File: config.mk
export PLATFORM = sky130hd
export DESIGN_NAME = disp_scan_ctrl
export DESIGN_NICKNAME = d
export VERILOG_FILES = /design/src/rtl/disp_scan_ctrl.sv
export SDC_FILE = /design/constraint.sdc
export NUM_CORES = 1
export LEC_CHECK = 0
export CAP_MARGIN = 20
export CORE_UTILIZATION = 57
export DETAILED_ROUTE_END_ITERATION = 16
export GPL_TIMING_DRIVEN = 0
export MAX_ROUTING_LAYER = met4
export PLACE_DENSITY = 0.81
export REMOVE_ABC_BUFFERS = 1
export SETUP_SLACK_MARGIN = 0.05
export SYNTH_ARGS = -nofsm -noshare
export SYNTH_HDL_FRONTEND = slang
export SYNTH_SLANG_ARGS = --single-unit
export TNS_END_PERCENT = 10
File: constraint.sdc
create_clock -name clk -period 5.9 [get_ports clk]
set_clock_uncertainty 0.15 [all_clocks]
set_input_delay 0.59 -clock clk [delete_from_list [all_inputs] [get_ports clk]]
set_output_delay 0.59 -clock clk [all_outputs]
set_load 0.01 [all_outputs]
File: src/rtl/disp_scan_ctrl.sv
// Time-multiplexed 7-segment scan driver: shadows a packed hex value and walks
// the anodes one digit per prescaler period, with blanking, leading-zero suppression and pin polarity.
module disp_scan_ctrl #(
    parameter int N_DIGITS       = 4,
    parameter int CLK_DIV        = 50000,
    parameter bit SEG_ACTIVE_LOW = 1'b0,
    parameter bit AN_ACTIVE_LOW  = 1'b1,
    localparam int IDX_W = $clog2((N_DIGITS > 2) ? N_DIGITS : 2),
    localparam int PRE_W = (CLK_DIV > 1) ? $clog2(CLK_DIV) : 1
) (
    input  logic                  clk,
    input  logic                  rst,
    input  logic [4*N_DIGITS-1:0] value,
    input  logic [N_DIGITS-1:0]   dp_in,
    input  logic [N_DIGITS-1:0]   blank,
    input  logic                  lz_en,
    input  logic                  load,
    output logic [6:0]            seg,
    output logic                  dp,
    output logic [N_DIGITS-1:0]   an,
    output logic [IDX_W-1:0]      digit_idx,
    output logic                  frame_done
);

    logic [PRE_W-1:0]      presc;
    logic [IDX_W-1:0]      idx;
    logic                  tick;
    logic [4*N_DIGITS-1:0] sh_value;
    logic [N_DIGITS-1:0]   sh_dp;
    logic [N_DIGITS-1:0]   sh_blank;

    logic [N_DIGITS-1:0]   lz_dark;
    logic [N_DIGITS-1:0]   an_sel;
    logic                  zero_above;
    logic [3:0]            cur_nib;
    logic                  cur_dp;
    logic                  cur_blank;
    logic                  cur_lz;
    logic                  dark;

    function automatic logic [6:0] seg_decode(input logic [3:0] nib);
        case (nib)
            4'h0: seg_decode = 7'h7E;
            4'h1: seg_decode = 7'h30;
            4'h2: seg_decode = 7'h6D;
            4'h3: seg_decode = 7'h79;
            4'h4: seg_decode = 7'h33;
            4'h5: seg_decode = 7'h5B;
            4'h6: seg_decode = 7'h5F;
            4'h7: seg_decode = 7'h70;
            4'h8: seg_decode = 7'h7F;
            4'h9: seg_decode = 7'h7B;
            4'hA: seg_decode = 7'h77;
            4'hB: seg_decode = 7'h1F;
            4'hC: seg_decode = 7'h4E;
            4'hD: seg_decode = 7'h3D;
            4'hE: seg_decode = 7'h4F;
            default: seg_decode = 7'h47;
        endcase
    endfunction

    assign tick = (presc == PRE_W'(CLK_DIV - 1));

    // frame_done is registered alongside the idx wrap so it lines up with idx returning to 0
    always_ff @(posedge clk) begin
        if (rst) begin
            presc      <= '0;
            idx        <= '0;
            frame_done <= 1'b0;
        end else begin
            frame_done <= 1'b0;
            if (tick) begin
                presc <= '0;
                if (idx == IDX_W'(N_DIGITS - 1)) begin
                    idx        <= '0;
                    frame_done <= 1'b1;
                end else begin
                    idx <= idx + IDX_W'(1);
                end
            end else begin
                presc <= presc + PRE_W'(1);
            end
        end
    end

    always_ff @(posedge clk) begin
        if (rst) begin
            sh_value <= '0;
            sh_dp    <= '0;
            sh_blank <= '0;
        end else if (load) begin
            sh_value <= value;
            sh_dp    <= dp_in;
            sh_blank <= blank;
        end
    end

    // Suppression walks down from the top digit; digit 0 always stays lit
    always_comb begin
        lz_dark    = '0;
        an_sel     = '0;
        zero_above = 1'b1;
        cur_nib    = 4'h0;
        cur_dp     = 1'b0;
        cur_blank  = 1'b0;
        cur_lz     = 1'b0;
        for (int i = N_DIGITS - 1; i >= 0; i--) begin
            zero_above = zero_above && (sh_value[4*i +: 4] == 4'h0);
            lz_dark[i] = lz_en && zero_above && (i != 0);
        end
        for (int i = 0; i < N_DIGITS; i++) begin
            if (idx == IDX_W'(i)) begin
                cur_nib   = sh_value[4*i +: 4];
                cur_dp    = sh_dp[i];
                cur_blank = sh_blank[i];
                cur_lz    = lz_dark[i];
                an_sel[i] = 1'b1;
            end
        end
        dark = cur_blank | cur_lz;
    end

    // Polarity is applied last so dark digits and reset both land on the "off" level
    always_ff @(posedge clk) begin
        if (rst) begin
            seg       <= {7{SEG_ACTIVE_LOW}};
            dp        <= SEG_ACTIVE_LOW;
            an        <= {N_DIGITS{AN_ACTIVE_LOW}};
            digit_idx <= '0;
        end else begin
            seg       <= (dark ? 7'h00 : seg_decode(cur_nib)) ^ {7{SEG_ACTIVE_LOW}};
            dp        <= (cur_dp & ~dark) ^ SEG_ACTIVE_LOW;
            an        <= an_sel ^ {N_DIGITS{AN_ACTIVE_LOW}};
            digit_idx <= idx;
        end
    end

endmodule
==> run_results.csv, run 1 <==
group,metric,value,unit
outcome,outcome,"complete, no violations",
logic_synthesis,syn_area,2620,sq um
floorplan,core_area,4380,sq um
logic_synthesis,async_flop_share,0,%
critical_path,end_kind,"flop",
logic_synthesis,yosysSeqAreaShare,43.6,%
job,drv_cap,0,
logic_synthesis,synth_edf_count,0,
sta,max_freq,339,MHz
critical_path,crit_path_top_delay_cell,"a22oi_1",
critical_path,slowest_delay,0.46,ns
sta,setup_viol,0,
floorplan,die_x,69.8,um
global_routing,grt_pass1_vias,1864,
global_routing,grt.overflow.total,0,
logic_synthesis,synth_top_family_by_area,"simple AND/OR/NAND/NOR gates",
floorplan,initial_core_util,59.7,%
clocking,postCtsSetupRepairBufs,0,
logic_synthesis,synthCells,271,
route,remaining_drc_errors,0,
worst_hold_path,min_to,"presc[0]",
finish,areaGrowthSynthToFinish,23.2,%
logic_synthesis,yosys.area_share.simple,21.9,%
clocking,cts_made_buffers,9,
clocking,cts_htree_levels,3,
logic_synthesis,yosys_warnings,0,
finish,layout-drive-gt1-share,7.62,%
route,num_vias,1983,
logic_synthesis,syn_area_per_cell,9.65,sq um
critical_path,r2r-end,"seg[1]",
place,hpwl,3490,um
logic_synthesis,synth_flop_cell,"dfxtp_1",
clocking,clkTransAtPathRegs,0.06,ns
logic_synthesis,synth_compound_area_share,7.60,%
finish,fillers,341,
sta,period_minus_slack,2.95,ns
route,wirelength,5130,um
logic_synthesis,synth_top_area_share,43.6,%
floorplan,num_rows,24,
sta,finalHoldViolations,0,
clocking,cts.sinks,57,
critical_path,reg2reg_from,"idx[0]",
logic_synthesis,synth.distinct_cells,45,
global_routing,grt_pass1_wl,8730,um
critical_path,crit_chain,"inv_1 -> ha_1 -> a21oi_1 -> o21ai_0 -> a22oi_1 -> inv_1 -> ha_1 -> mux2_2 -> a211oi_1",
sta,finalMaxSlewViolations,0,
worst_hold_path,holdCritPathClass,"flop to flop",
critical_path,rr_worst_depth,9,
critical_path,rrSetupSlack,2.95,ns
logic_synthesis,synthMuxAreaShare,12.0,%
clocking,cts_resized,0,
worst_hold_path,hp-start,"presc[0]",
sta,maxSlewHeadroom,39.4,%
place,globalplace.congestion,0.768,
route,drt-wirelength-per-cell,14.0,um
route,vias_per_cell,5.40,
place,portBuffers,42,
logic_synthesis,synth_area_leader_cell,"dfxtp_1",
clocking,cts-root-buf,"clkbuf_8",
power,ir_drop,171,uV
logic_synthesis,synth_area_leaders,"dfxtp_1 (44%), mux2i_1 (11%), nor2_1 (7.5%), ha_1 (5.7%), xor2_1 (3.3%)",
clocking,cts_hold_buf,0,
logic_synthesis,ys_ff_latch,57,
route,first_pass_iters,4,
logic_synthesis,synth_xor_area_share,5.02,%
sta,grt_setup_unrepaired,"false",
global_routing,grt_max_degree,22,
global_routing,grt_usage,23.8,%
logic_synthesis,synth_fa_ha_area_share,5.74,%
sta,tns,0,ns
clocking,ctsLongestPathBuffers,2,
finish,diodes,0,
power,finalPower,812,uW
sta,worstMarginPinSlew,0.907,ns
global_routing,antenna_found_initial,0,
critical_path,arrival,3.03,ns
floorplan,die_y,69.8,um
critical_path,cp_max_fo,14,
sta,period_share,50.0,%
critical_path,startpoint,"idx[0]",
floorplan,design.die.area,4870,sq um
power,leakage,1.30,nW
power,powerDensity,252,nW/um^2
clocking,cts_tree,"yes",
worst_hold_path,hold_depth,1,
route,antenna_left,0,
floorplan,num_io_pins,43,
critical_path,crit_required,5.98,ns
route,drt_iter0_drc,134,
critical_path,critical_path_class,"flop to flop",
critical_path,startpoint_type,"flop",
finish,layout.nets,352,
clocking,clock_latency,0.33,ns
==> registers in the layout (all words and copies together) (netlist names) <==
register / flops
presc: 16
seg: 7
idx: 2
sh_blank: 4
frame_done: 1
sh_value: 16
dp: 1
an: 4
digit_idx: 2
sh_dp: 4
==> routing by layer <==
metal	track usage [%]	up-vias	wire (um)
met1	28.8	915	2280
met2	37.9	54	2510
met3	4.22	13	207
li1	-	1001	-
met4	12.7	0	133
met5	-	-	0
==> through the flow <==
step	util, %	cells	hold slack, ns	area (sq um)	setup WS (ns)
after global routing	73.5	367	0.335	3220	2.73
after detailed placement	69.8	353	0.317	3060	3.07
after global placement	68.8	351	0.301	3020	3.05
after floorplan	-	257	0.287	2530	3.46
after CTS	73.5	367	0.331	3220	3.00
final	73.5	367	0.336	3220	2.95
==> kinds of logic after synthesis <==
logic type	count (synthesis)
flip-flops	57
buffers and inverters	21
multiplexers	31
AND/OR/NAND/NOR	109
XOR/XNOR	15
adder cells (fa/ha/maj)	12
AO/OA/AOI/OAI	26
==> report_power, final <==
part | internal, mW | leakage [nW] | switching [mW]
clock | 0.171 | 0.0826 | 0.136
combinational | 0.0524 | 0.753 | 0.0408
sequential | 0.402 | 0.467 | 0.00963
==> final cells by class <==
class                      count  area, sq um  area share (%)
multi-input combinational    193         1370            42.4
sequential                    57         1140            35.4
timing repair buffer          44          463            14.4
clock buffer                  14          163            5.05
tap                           52         65.1            2.02
inverter                       7         26.3           0.815
==> how the worst max path moves through the flow <==
stage	end	slack, ns
6_report	seg[1]	2.95
5_1_grt	seg[1]	2.73
4_1_cts	seg[1]	3.00
3_5_place_dp	seg[6]	3.07
3_3_place_gp	seg[5]	3.05
2_1_floorplan	seg[6]	3.46
==> synthesized netlist by cell type (2+ instances only) <==
cell type	instances
dfxtp_1	57
nor2_1	52
mux2i_1	29
nand2_1	13
ha_1	12
xor2_1	10
a21oi_1	7
inv_1	7
clkbuf_1	5
nand2b_1	5
nor3b_1	5
xnor2_1	5
a211oi_1	4
buf_2	4
nand3b_1	4
nand4_1	4
nor2b_1	4
nor4_1	4
a211oi_2	3
and3_1	3
buf_4	3
nor3_1	3
buf_6	2
mux2_2	2
nand3_1	2
o21ai_0	2
o21ai_1	2
==> critical path: cells and delay by family, from the launching register on <==
kind | cells | cell delay [ns]
buffers and inverters | 2 | 0.31
adder cells (fa/ha/maj) | 2 | 0.66
multiplexers | 1 | 0.28
AO/OA/AOI/OAI | 4 | 1.05
flip-flops | 1 | 0.40
==> cells in the final DEF, fill, tap and decap left out, types with 2 or more instances in the layout <==
cell type         n
dfxtp_1          57
nor2_1           52
clkdlybuf4s50_1  42
mux2i_1          29
nand2_1          13
ha_1             12
clkbuf_8         11
xor2_1           10
inv_1             7
a21oi_1           7
nor3b_1           5
nand2b_1          5
xnor2_1           5
nand3b_1          4
a211oi_1          4
nor2b_1           4
nor4_1            4
nand4_1           4
a211oi_2          3
and3_1            3
nor3_1            3
clkbuf_1          3
o21ai_0           2
nand3_1           2
o21ai_1           2
mux2_2            2
(Power assumes the default switching activity.)
==> run 2, diff against run 1 <==
--- a/config.mk
+++ b/config.mk
@@ -6,11 +6,11 @@
 export NUM_CORES = 1
 export LEC_CHECK = 0
 export CAP_MARGIN = 20
-export CORE_UTILIZATION = 57
+export CORE_UTILIZATION = 53
 export DETAILED_ROUTE_END_ITERATION = 16
 export GPL_TIMING_DRIVEN = 0
 export MAX_ROUTING_LAYER = met4
-export PLACE_DENSITY = 0.81
+export PLACE_DENSITY = 0.75
 export REMOVE_ABC_BUFFERS = 1
 export SETUP_SLACK_MARGIN = 0.05
 export SYNTH_ARGS = -nofsm -noshare
==> constraint.sdc (replaced) <==
create_clock -name clk -period 3 [get_ports clk]
set_clock_uncertainty 0.15 [all_clocks]
set_input_delay 0.3 -clock clk [delete_from_list [all_inputs] [get_ports clk]]
set_output_delay 0.3 -clock clk [all_outputs]
set_load 0.01 [all_outputs]
==> run 2 against run 1 <==
Sequential power up 97%. Combinational power up 95%. First-iteration DRC count down 25%. Core utilization down 3.5 points. Cell count is 4.4% higher. Setup slack worse by 2.6 ns.
==> run_results.csv, run 2 (synthesized netlist as in run 1, its figures left out) <==
group,metric,value,unit
critical_path,startpoint_type,"flop",
sta,worstMarginPinSlew,0.930,ns
floorplan,num_rows,25,
power,leakage,1.33,nW
sta,tns,0,ns
critical_path,cp_max_fo,14,
finish,layout.nets,352,
critical_path,crit_top_cell,"inv_1",
clocking,cts.sinks,57,
critical_path,crit_family,"compound AO/OA/AOI/OAI gates",
place,hpwl,3600,um
worst_hold_path,holdCritPathClass,"flop to flop",
power,comb_power_share,10.4,%
global_routing,grt_usage,21.8,%
power,powerDensity,529,nW/um^2
route,first_pass_iters,4,
finish,fillers,359,
floorplan,core_area,4720,sq um
floorplan,initial_core_util,55.4,%
finish,top_regs,"presc: 16 flops, sh_value: 16 flops, seg: 7 flops",
clocking,cts_htree_levels,3,
global_routing,grt_pass1_wl,8380,um
route,antenna_left,0,
finish,stdcell_count,383,
critical_path,reg2reg_from,"idx[0]",
floorplan,die_y,72.3,um
place,portBuffers,42,
power,p_seq_share,46.4,%
sta,finalWorstSetupSlack,0.326,ns
finish,layout.area.seq,1140,sq um
place,pre_cts_ws,0.139,ns
clocking,cts_tree,"yes",
critical_path,crit_path_top_delay_cell,"a211oi_2",
sta,grt_setup_unrepaired,"false",
sta,finalMaxSlewViolations,0,
sta,finalHoldViolations,0,
clocking,clkTransAtPathRegs,0.06,ns
outcome,outcome,"complete, no violations",
critical_path,cp_num_buf_inv,2,
critical_path,crit_cells,8,
clocking,cts_hold_buf,0,
clocking,postCtsSetupRepairBufs,0,
sta,max_freq,374,MHz
critical_path,r2r-end,"seg[0]",
global_routing,grt.overflow.total,0,
critical_path,crit_required,3.08,ns
sta,setup_viol,0,
route,wirelength,5180,um
critical_path,rr_worst_depth,8,
floorplan,design.die.area,5220,sq um
finish,diodes,0,
critical_path,slowest_delay,0.48,ns
power,power.clock.fraction,43.2,%
finish,final_common_cell,"dfxtp_1",
finish,final_core_util,70.0,%
finish,multi_input_area,1380,sq um
clocking,ctsLongestPathBuffers,2,
route,num_vias,1963,
power,switching_power,386,uW
sta,period_share,89.1,%
clocking,cts-root-buf,"clkbuf_8",
route,vias_per_cell,5.13,
global_routing,grt_max_degree,20,
route,drt_iter0_drc,100,
floorplan,num_io_pins,43,
clocking,clock_latency,0.33,ns
critical_path,arrival,2.75,ns
critical_path,rrSetupSlack,0.33,ns
finish,areaGrowthSynthToFinish,26.4,%
route,remaining_drc_errors,0,
floorplan,die_x,72.3,um
global_routing,grt_pass1_vias,1847,
power,switching_share,22.1,%
clocking,cts_made_buffers,9,
route,drt-wirelength-per-cell,13.5,um
job,drv_cap,0,
global_routing,antenna_found_initial,0,
power,ir_drop,278,uV
critical_path,startpoint,"idx[0]",
critical_path,crit_chain,"inv_1 -> ha_2 -> a211oi_1 -> a211oi_2 -> inv_1 -> ha_1 -> mux2_2 -> a221oi_1",
critical_path,critical_path_class,"flop to flop",
place,placed_cells,368,
power,internal_power,1.36,mW
finish,final_cell_mix,"dfxtp_1 (57), nor2_1 (52), clkdlybuf4s50_1 (42), mux2i_1 (29)",
critical_path,crit_end,"seg[0]",
place,globalplace.congestion,0.802,
critical_path,end_kind,"flop",
power,finalPower,1.75,mW
sta,maxSlewHeadroom,37.9,%
finish,layout-drive-gt1-share,10.1,%
sta,period_minus_slack,2.67,ns
[run 2: cell types whose count changed in the layout (fill, tap and decap cells not counted), moves of 2 or more]
cell / previous run / this run
ha_1: 12 / 9
clkbuf_8: 11 / 13
ha_2: 0 / 3
clkbuf_1: 3 / 0
[run 2: per-layer routing]
layer,track usage (%),vias to the layer above,wire length [um]
met5,-,-,0
met4,10.5,0,87
met3,3.89,14,175
met2,35.0,34,2480
met1,26.4,913,2440
li1,-,1002,-
[run 2: power by group through the flow]
stage / clock [mW] / sequential [mW] / combinational (mW)
floorplan: 0 / 0.829 / 0.0827
CTS: 0.770 / 0.811 / 0.183
finish: 0.755 / 0.811 / 0.182
global route: 0.802 / 0.814 / 0.199
global placement: 0 / 0.827 / 0.172
detailed placement: 0 / 0.828 / 0.181
[run 2: worst reg2reg max path: cells and delay by family, from the launching register on]
family | cells | cell delay [ns]
adders and majority gates | 2 | 0.64
muxes | 1 | 0.26
buffers and inverters | 2 | 0.33
AOI/OAI and AO/OA | 3 | 0.84
DFF | 1 | 0.36
[run 2: through the flow]
step	hold WS [ns]	area, sq um
global route	0.351	3310
floorplan	0.217	2530
global placement	0.305	3040
finish	0.325	3310
CTS	0.335	3290
detailed placement	0.319	3080
[run 2: worst min path at each step]
stage	slack [ns]	end	from	depth (start not counted)
after detailed placement	0.32	presc[0]	presc[0]	1
final	0.33	presc[0]	presc[0]	1
after floorplan	0.22	digit_idx[0]	rst	1
after global routing	0.35	presc[0]	presc[0]	1
after CTS	0.34	presc[0]	presc[0]	1
after global placement	0.30	presc[0]	presc[0]	1
[run 2: layout make-up]
cell class / count / area share [%]
Clock inverter: 2 / 1.06
Clock buffer: 13 / 5.41
Tap cell: 67 / 2.54
Sequential cell: 57 / 34.5
Multi-Input combinational cell: 193 / 41.7
Timing Repair Buffer: 44 / 14.0
Inverter: 7 / 0.795
[run 2: repair_timing]
action | 4_1_cts | 5_1_grt
setup endpoints to repair | 0 | 5
resized for setup | 0 | 4
endpoints found under the hold margin | 0 | 0
==> run 3, diff against run 2 <==
--- a/config.mk
+++ b/config.mk
@@ -13,6 +13,8 @@
 export PLACE_DENSITY = 0.75
 export REMOVE_ABC_BUFFERS = 1
 export SETUP_SLACK_MARGIN = 0.05
+export SKIP_CTS_REPAIR_TIMING = 1
+export SKIP_LAST_GASP = 1
 export SYNTH_ARGS = -nofsm -noshare
 export SYNTH_HDL_FRONTEND = slang
 export SYNTH_SLANG_ARGS = --single-unit
==> results of run 3 <==
No change in the layout: final DEF, timing and power equal those of run 2.
